File: src/rtl/pc_gen_pkg.sv
// pc_pkg: shared types and constants for the program-counter generator.
// Revision 1.0
`default_nettype none

package pc_pkg;

   typedef enum logic [2:0] {
      SRC_TRAP = 3'd0,
      SRC_MRET = 3'd1,
      SRC_BR   = 3'd2,
      SRC_RET  = 3'd3,
      SRC_SEQ  = 3'd4,
      SRC_HOLD = 3'd5
   } src_e;

   typedef enum logic [0:0] {
      S_BOOT = 1'b0,
      S_RUN  = 1'b1
   } state_e;

   localparam int INC_C = 2;
   localparam int INC_W = 4;

endpackage

`default_nettype wire

File: src/rtl/pc_gen_if.sv
// pc_gen_if: control, redirect and fetch-side signals of the PC generator.
// Revision 1.0
`default_nettype none

interface pc_gen_if #(
   parameter int XLEN = 32
);
   logic            stall_i;
   logic            fetch_ready_i;
   logic            is_compressed_i;
   logic            branch_taken_i;
   logic [XLEN-1:0] branch_target_i;
   logic            call_i;
   logic            ret_i;
   logic            trap_i;
   logic [XLEN-1:0] trap_vector_i;
   logic            mret_i;
   logic [XLEN-1:0] epc_i;
   logic [XLEN-1:0] pc_o;
   logic [XLEN-1:0] pc_plus_o;
   logic            fetch_valid_o;
   logic            misalign_o;
   logic [XLEN-1:0] misalign_addr_o;
   logic            ras_empty_o;

   modport master (
      output stall_i, fetch_ready_i, is_compressed_i, branch_taken_i, branch_target_i,
             call_i, ret_i, trap_i, trap_vector_i, mret_i, epc_i,
      input  pc_o, pc_plus_o, fetch_valid_o, misalign_o, misalign_addr_o, ras_empty_o
   );

   modport slave (
      input  stall_i, fetch_ready_i, is_compressed_i, branch_taken_i, branch_target_i,
             call_i, ret_i, trap_i, trap_vector_i, mret_i, epc_i,
      output pc_o, pc_plus_o, fetch_valid_o, misalign_o, misalign_addr_o, ras_empty_o
   );
endinterface

`default_nettype wire

File: src/rtl/pc_gen_ras.sv
// pc_ras: circular return-address stack; a push when full overwrites the oldest entry.
// Revision 1.0
`default_nettype none

module pc_ras #(
   parameter int XLEN  = 32,
   parameter int DEPTH = 4
) (
   input  wire logic                     clk,
   input  wire logic                     reset_ni,
   input  wire logic                     i_push,
   input  wire logic                     i_pop,
   input  wire logic [XLEN-1:0]          i_data,
   output logic      [XLEN-1:0]          o_top,
   output logic                          o_empty,
   output logic      [$clog2(DEPTH):0]   o_count
);
   localparam int PW = $clog2(DEPTH);
   localparam int CW = PW + 1;

   logic [XLEN-1:0] r_mem [DEPTH];
   logic [PW-1:0]   r_top;
   logic [CW-1:0]   r_count;
   logic            w_pop;
   logic [PW-1:0]   w_top_inc;

   assign w_pop     = i_pop && (r_count != '0);
   assign w_top_inc = r_top + PW'(1);

   always_ff @(posedge clk) begin
      if (!reset_ni) begin
         r_top   <= '0;
         r_count <= '0;
      end else if (i_push && !w_pop) begin
         r_top <= w_top_inc;
         if (r_count != CW'(DEPTH)) begin
            r_count <= r_count + CW'(1);
         end
      end else if (w_pop && !i_push) begin
         r_top   <= r_top - PW'(1);
         r_count <= r_count - CW'(1);
      end
   end

   // Storage carries no reset: entries are only read while the count is non-zero.
   always_ff @(posedge clk) begin
      if (reset_ni) begin
         if (i_push && w_pop) begin
            r_mem[r_top] <= i_data;
         end else if (i_push) begin
            r_mem[w_top_inc] <= i_data;
         end
      end
   end

   assign o_top   = r_mem[r_top];
   assign o_empty = (r_count == '0);
   assign o_count = r_count;

endmodule

`default_nettype wire

File: src/rtl/pc_gen.sv
// pc_gen: fetch PC register with prioritised next-PC selection, misalignment check and RAS.
// Revision 1.0
`default_nettype none

module pc_gen
   import pc_pkg::*;
#(
   parameter int              XLEN         = 32,
   parameter logic [XLEN-1:0] RESET_VECTOR = 32'h8000_0000,
   parameter int              SUPPORT_C    = 0,
   parameter int              RAS_DEPTH    = 4
) (
   input wire logic clk,
   input wire logic reset_ni,
   pc_gen_if.slave  bus
);
   localparam logic [XLEN-1:0] ALIGN_MASK = (SUPPORT_C != 0) ? XLEN'(1) : XLEN'(3);

   state_e            r_state;
   state_e            w_state_nxt;
   src_e              w_src;
   logic [XLEN-1:0]   r_pc;
   logic              r_misalign;
   logic [XLEN-1:0]   r_misalign_addr;
   logic [XLEN-1:0]   w_inc;
   logic [XLEN-1:0]   w_pc_plus;
   logic [XLEN-1:0]   w_next_pc;
   logic [XLEN-1:0]   w_tgt;
   logic [XLEN-1:0]   w_ret_tgt;
   logic              w_bad;
   logic              w_push;
   logic              w_pop;
   logic [XLEN-1:0]   w_ras_top;
   logic              w_ras_empty;
   logic [$clog2(RAS_DEPTH):0] w_ras_count;

   assign w_inc     = ((SUPPORT_C != 0) && bus.is_compressed_i) ? XLEN'(INC_C) : XLEN'(INC_W);
   assign w_pc_plus = reset_ni ? (r_pc + w_inc) : (RESET_VECTOR + XLEN'(INC_W));
   assign w_ret_tgt = (w_ras_count != '0) ? w_ras_top : bus.branch_target_i;

   always_comb begin
      w_state_nxt = S_RUN;
      w_src       = SRC_HOLD;
      w_tgt       = bus.branch_target_i;
      w_next_pc   = r_pc;
      w_bad       = 1'b0;
      if (r_state == S_RUN) begin
         if (bus.trap_i)                                w_src = SRC_TRAP;
         else if (bus.mret_i)                           w_src = SRC_MRET;
         else if (bus.branch_taken_i)                   w_src = SRC_BR;
         else if (bus.ret_i)                            w_src = SRC_RET;
         else if (bus.fetch_ready_i && !bus.stall_i)    w_src = SRC_SEQ;
      end
      if (w_src == SRC_RET) begin
         w_tgt = w_ret_tgt;
      end
      if ((w_src == SRC_BR) || (w_src == SRC_RET)) begin
         w_bad = |(w_tgt & ALIGN_MASK);
      end
      case (w_src)
         SRC_TRAP: w_next_pc = bus.trap_vector_i & ~ALIGN_MASK;
         SRC_MRET: w_next_pc = bus.epc_i & ~ALIGN_MASK;
         SRC_BR,
         SRC_RET:  w_next_pc = w_bad ? r_pc : w_tgt;
         SRC_SEQ:  w_next_pc = w_pc_plus;
         default:  w_next_pc = r_pc;
      endcase
   end

   assign w_push = (w_src == SRC_BR) && bus.call_i && !w_bad;
   assign w_pop  = (w_src == SRC_RET) && (w_ras_count != '0);

   always_ff @(posedge clk) begin
      if (!reset_ni) begin
         r_state         <= S_BOOT;
         r_pc            <= RESET_VECTOR;
         r_misalign      <= 1'b0;
         r_misalign_addr <= '0;
      end else begin
         r_state    <= w_state_nxt;
         r_pc       <= w_next_pc;
         r_misalign <= w_bad;
         if (w_bad) begin
            r_misalign_addr <= w_tgt;
         end
      end
   end

   pc_ras #(
      .XLEN  (XLEN),
      .DEPTH (RAS_DEPTH)
   ) u_ras (
      .clk      (clk),
      .reset_ni (reset_ni),
      .i_push   (w_push),
      .i_pop    (w_pop),
      .i_data   (w_pc_plus),
      .o_top    (w_ras_top),
      .o_empty  (w_ras_empty),
      .o_count  (w_ras_count)
   );

   assign bus.pc_o            = r_pc;
   assign bus.pc_plus_o       = w_pc_plus;
   assign bus.fetch_valid_o   = (r_state == S_RUN);
   assign bus.misalign_o      = r_misalign;
   assign bus.misalign_addr_o = r_misalign_addr;
   assign bus.ras_empty_o     = w_ras_empty;

endmodule

`default_nettype wire

File: src/flat_wrapper.sv
// flat-port wrapper written by rule: the top's interface ports become plain ports
module pc_gen_flat import pc_pkg::*;
#(
   parameter int              XLEN         = 32,
   parameter logic [XLEN-1:0] RESET_VECTOR = 32'h8000_0000,
   parameter int              SUPPORT_C    = 0,
   parameter int              RAS_DEPTH    = 4
)
  (clk, reset_ni, bus_stall_i, bus_fetch_ready_i, bus_is_compressed_i, bus_branch_taken_i, bus_branch_target_i, bus_call_i, bus_ret_i, bus_trap_i, bus_trap_vector_i, bus_mret_i, bus_epc_i, bus_pc_o, bus_pc_plus_o, bus_fetch_valid_o, bus_misalign_o, bus_misalign_addr_o, bus_ras_empty_o);
  pc_gen_if #(.XLEN(XLEN)) bus_i ();
  input wire logic clk;
  input wire logic reset_ni;
  input wire logic [$bits(bus_i.stall_i)-1:0] bus_stall_i;
  input wire logic [$bits(bus_i.fetch_ready_i)-1:0] bus_fetch_ready_i;
  input wire logic [$bits(bus_i.is_compressed_i)-1:0] bus_is_compressed_i;
  input wire logic [$bits(bus_i.branch_taken_i)-1:0] bus_branch_taken_i;
  input wire logic [$bits(bus_i.branch_target_i)-1:0] bus_branch_target_i;
  input wire logic [$bits(bus_i.call_i)-1:0] bus_call_i;
  input wire logic [$bits(bus_i.ret_i)-1:0] bus_ret_i;
  input wire logic [$bits(bus_i.trap_i)-1:0] bus_trap_i;
  input wire logic [$bits(bus_i.trap_vector_i)-1:0] bus_trap_vector_i;
  input wire logic [$bits(bus_i.mret_i)-1:0] bus_mret_i;
  input wire logic [$bits(bus_i.epc_i)-1:0] bus_epc_i;
  output wire logic [$bits(bus_i.pc_o)-1:0] bus_pc_o;
  output wire logic [$bits(bus_i.pc_plus_o)-1:0] bus_pc_plus_o;
  output wire logic [$bits(bus_i.fetch_valid_o)-1:0] bus_fetch_valid_o;
  output wire logic [$bits(bus_i.misalign_o)-1:0] bus_misalign_o;
  output wire logic [$bits(bus_i.misalign_addr_o)-1:0] bus_misalign_addr_o;
  output wire logic [$bits(bus_i.ras_empty_o)-1:0] bus_ras_empty_o;
  assign bus_i.stall_i = bus_stall_i;
  assign bus_i.fetch_ready_i = bus_fetch_ready_i;
  assign bus_i.is_compressed_i = bus_is_compressed_i;
  assign bus_i.branch_taken_i = bus_branch_taken_i;
  assign bus_i.branch_target_i = bus_branch_target_i;
  assign bus_i.call_i = bus_call_i;
  assign bus_i.ret_i = bus_ret_i;
  assign bus_i.trap_i = bus_trap_i;
  assign bus_i.trap_vector_i = bus_trap_vector_i;
  assign bus_i.mret_i = bus_mret_i;
  assign bus_i.epc_i = bus_epc_i;
  assign bus_pc_o = bus_i.pc_o;
  assign bus_pc_plus_o = bus_i.pc_plus_o;
  assign bus_fetch_valid_o = bus_i.fetch_valid_o;
  assign bus_misalign_o = bus_i.misalign_o;
  assign bus_misalign_addr_o = bus_i.misalign_addr_o;
  assign bus_ras_empty_o = bus_i.ras_empty_o;
  pc_gen #(.XLEN(XLEN), .RESET_VECTOR(RESET_VECTOR), .SUPPORT_C(SUPPORT_C), .RAS_DEPTH(RAS_DEPTH)) u_core (.clk(clk), .reset_ni(reset_ni), .bus(bus_i));
endmodule
File: config.mk
export PLATFORM = sky130hd
export DESIGN_NAME = pc_gen_flat
export DESIGN_NICKNAME = d
export VERILOG_FILES = /design/src/rtl/pc_gen_pkg.sv /design/src/rtl/pc_gen_if.sv /design/src/rtl/pc_gen_ras.sv /design/src/rtl/pc_gen.sv /design/src/flat_wrapper.sv
export SDC_FILE = /design/constraint.sdc
export NUM_CORES = 1
export LEC_CHECK = 0
export ABC_AREA = 1
export CAP_MARGIN = 20
export CELL_PAD_IN_SITES_DETAIL_PLACEMENT = 1
export CELL_PAD_IN_SITES_GLOBAL_PLACEMENT = 2
export CORE_UTILIZATION = 31
export CTS_BUF_LIST = sky130_fd_sc_hd__clkbuf_8
export CTS_CLUSTER_SIZE = 28
export DETAILED_ROUTE_END_ITERATION = 10
export PLACE_DENSITY_LB_ADDON = 0.1
export SYNTH_ARGS = -nofsm -noshare
export SYNTH_HDL_FRONTEND = slang
export SYNTH_SLANG_ARGS = --single-unit
export TNS_END_PERCENT = 100
File: constraint.sdc
create_clock -name clk -period 5.83 [get_ports clk]
set_clock_uncertainty 0.05 [all_clocks]
set_input_delay 1.166 -clock clk [delete_from_list [all_inputs] [get_ports clk]]
set_output_delay 1.166 -clock clk [all_outputs]
set_load 0.05 [all_outputs]
==> results of run 1 <==
-- state kept, by name (all words and copies together), names as in the netlist, named ones only --
| name | cells |
|---|---|
| u_core.bus.misalign_o | 1 |
| u_core.bus.pc_o | 32 |
| u_core.bus.misalign_addr_o | 32 |
| u_core.u_ras.o_count | 3 |
| u_core.u_ras.r_top | 2 |
| u_core.u_ras.r_mem | 128 |
| u_core.bus.fetch_valid_o | 1 |
-- cell usage in the layout, fill, tap and decap left out, types with 2 or more instances in the layout --
master and instances:
nand2_1 249, nor2_1 222, clkdlybuf4s50_1 198, o21ai_0 138, edfxtp_1 128, inv_1 122
dfxtp_1 72, nand3_1 60, a21oi_1 56, clkbuf_8 42, buf_4 28, nand4_1 25
o22ai_1 20, o21ai_1 8, or2_2 7, a22oi_1 7, o21bai_1 6, nor2_4 5
nand3b_1 5, o211ai_1 4, clkinv_1 4, ha_1 4, clkinv_2 4, nand3_2 3
xnor2_1 3, nor3_1 2, nand2_2 2, inv_2 2, nor3_2 2, xor2_1 2
-- synth_stat cells, types with 15 or more instances --
master	number
nand2_1	249
nor2_1	224
o21ai_0	138
edfxtp_1	128
inv_1	109
dfxtp_1	73
nand3_1	60
a21oi_1	56
clkbuf_1	36
nand4_1	25
o22ai_1	20
buf_2	15
-- kinds of logic (layout without fill, tap and decap cells) --
kind of cell / count (synthesis) / after routing / synth area share
compound gates: 241 / 241 / 0.1296
fa+ha+maj: 5 / 5 / 0.007106
simple gates: 586 / 586 / 0.2490
xor+xnor: 5 / 5 / 0.004442
flops: 201 / 201 / 0.5380
buf+inv: 174 / 405 / 0.07194
-- worst min-delay path: cells and delay by family, from the launching register on --
family / cells / cell delay (ps)
compound gates: 1 / 50
flops: 1 / 310
simple gates: 1 / 60
-- stage by stage --
step | instance area, um2 | utilization | hold slack (ps)
after floorplan | 9861 | - | 426.3
after global placement | 12310 | 0.3983 | 408.9
after detailed placement | 12310 | 0.3983 | 414.1
after CTS | 13020 | 0.4212 | 424.4
after global routing | 13020 | 0.4212 | 456.0
final | 13020 | 0.4212 | 427.0
-- layout make-up --
class	count	area (um2)	area share
clock buffer	42	578.1	0.04440
clock inverter	23	130.1	0.009995
inverter	112	420.4	0.03229
multi-input combinational	837	3871	0.2974
sequential	201	5306	0.4076
tap	396	495.5	0.03806
timing repair buffer	228	2217	0.1703
-- worst paths after layout --
kind	startpoint	end	slack (ps)	cells after the start
setup reg to reg	u_core.bus.fetch_valid_o$_DFF_P_	u_core.u_ras.r_mem[1][18]$_DFFE_PP_	1770	12
setup / recovery	u_core.bus.pc_o[2]$_SDFFE_PN0P_	bus_pc_plus_o[30]	870	10
hold reg to reg	u_core.bus.misalign_addr_o[1]$_SDFFE_PN0P_	u_core.bus.misalign_addr_o[1]$_SDFFE_PN0P_	430	2
hold / removal	u_core.bus.misalign_addr_o[1]$_SDFFE_PN0P_	u_core.bus.misalign_addr_o[1]$_SDFFE_PN0P_	430	2
-- power by group through the flow --
stage | Sequential (mW) | Combinational [mW] | Clock, mW
after floorplan | 1.72 | 0.234 | 0
after CTS | 1.60 | 0.600 | 1.35
after global placement | 1.63 | 0.595 | 0
after global routing | 1.60 | 0.639 | 1.41
after detailed placement | 1.63 | 0.598 | 0
final | 1.60 | 0.599 | 1.32
-- metal layers --
layer,track usage,up-vias
li1,-,4449
met5,0,-
met3,0.03092,37
met1,0.3346,4375
met4,0.04991,0
met2,0.3884,209
==> metrics.txt, run 1 <==
status completed; startpoint types flip-flop; worst min path class flip-flop to flip-flop; GRT overflow 0; Worst slew margin 0.3066; Die Wd 180.4 um; Post-Place Cells approximately 1800; share of the synthesized area in the top cell type 0.3898; area grow syn2layout 32.03%; maximum vdd drop 109.4 uV; Final Hold Fails 0; cell taking the most area after synthesis edfxtp_1; ranking of synthesized cells by area edfxtp_1 (39%), dfxtp_1 (15%), nand2_1 (9.5%); post-route setup slack between 800 and 900 ps; final wirelength about 39000 um; Placeable Area 0.03091 mm2; highest routed layer met4; unrepaired setup endpoints after global routing false; CTS tree built; Most used DFF post-synth edfxtp_1; total power between 3 and 4 mW; Worst Path Buf+Inv 2; Power Dens Cells approximately 270 mW/mm2; register area share after synthesis 0.5380; CP endpoint kind output pin; DRT Pass-1 Iters 4; Synth Register Bits ~200; CTS sink count ~200; CP delay by family, top simple AND/OR/NAND/NOR gates; met2 routed WL approximately 18000 um; Max-Cap Viols 0; EDFF count, synth between 100 and 150; sw power roughly 1.1 mW; clock-pin slew on the worst setup and hold paths approximately 60 ps; number of port buffers roughly 200; Worst Max-Slew Pin Slew roughly 1000 ps; critical-path maximum fanout 6; dpl hpwl between 20000 and 30000 um; Post-CTS Setup Bufs 0; hold-fix buffers at CTS 0; synthesized area 0.009861 mm2; clk buf depth 3; pre-CTS setup slack roughly 680 ps; initial antenna violation count 0; First DRT Iteration DRCs about 490; Final nets approximately 1500; cts repair resizes 0; Slowest Stage Delay on Critical Path roughly 900 ps; total CTS buffers 37; critical path data arrival time about 3800 ps; Initial Util 0.3190; largest net degree at the start of global routing 65; RePlAce Congestion a little under 0.9; synthesized instance count around 1200; mean post-synth cell area around 8 um2; Net Sw Frac 0.2995; Leak between 5 and 6 nW; sequential power share 0.454; global-route wire length before repair 57710 um; Routed met1 length roughly 19000 um; DR vias about 9100; Max H-tree Level 2; synth warn 0; fin crit period around 5000 ps; antenna-violating nets left 0; crit-path most repeated cell nand2_1; Setup TNS 0 ps; vias per cell between 4 and 5; max-slew violation count 0; power share of the combinational group 0.171; Post-Syn Nets approximately 1300; critical setup path kind flip-flop to output pin; I/O pin cnt 205; vias in the first global route roughly 9300; Fillers around 3700; Netlist cell types 37; Chip Height 180.4 um; die area between 0.03 and 0.04 mm2; clk root buf clkbuf_8; Int Pwr roughly 2.5 mW; # rows 64; Non-Filler Instances between 1500 and 2000; layout cells sized above 1 0.07207; routed wl met3 between 1500 and 2000 um; Routed wire per std cell 21.08 um; Residual DRC 0; Clk network pwr share 0.375; Fmax between 200 and 250 MHz; Synth async-reset ratio 0; Tot GR Track Use 0.2374; n_diodes 0; crit path cell chain ha_1 > nand2_1 > nor2_1 > inv_1 > nor2_1 > nand2_1 > nand2_1 > nand2_1 > nor2_1 > clkdlybuf4s50_1; slowest CP cell clkdlybuf4s50_1; Clock Latency Late Sink ~550 ps; final worst path period share 0.8512; Worst EP required approximately 4600 ps; Setup-failing EPs final 0
Note: power is estimated with default switching activity, not from simulation.
==> run 2: changes to the inputs <==
- SKIP_LAST_GASP: default -> 1
==> results of run 2 <==
Final layout, timing and power as in run 1 (identical DEF).
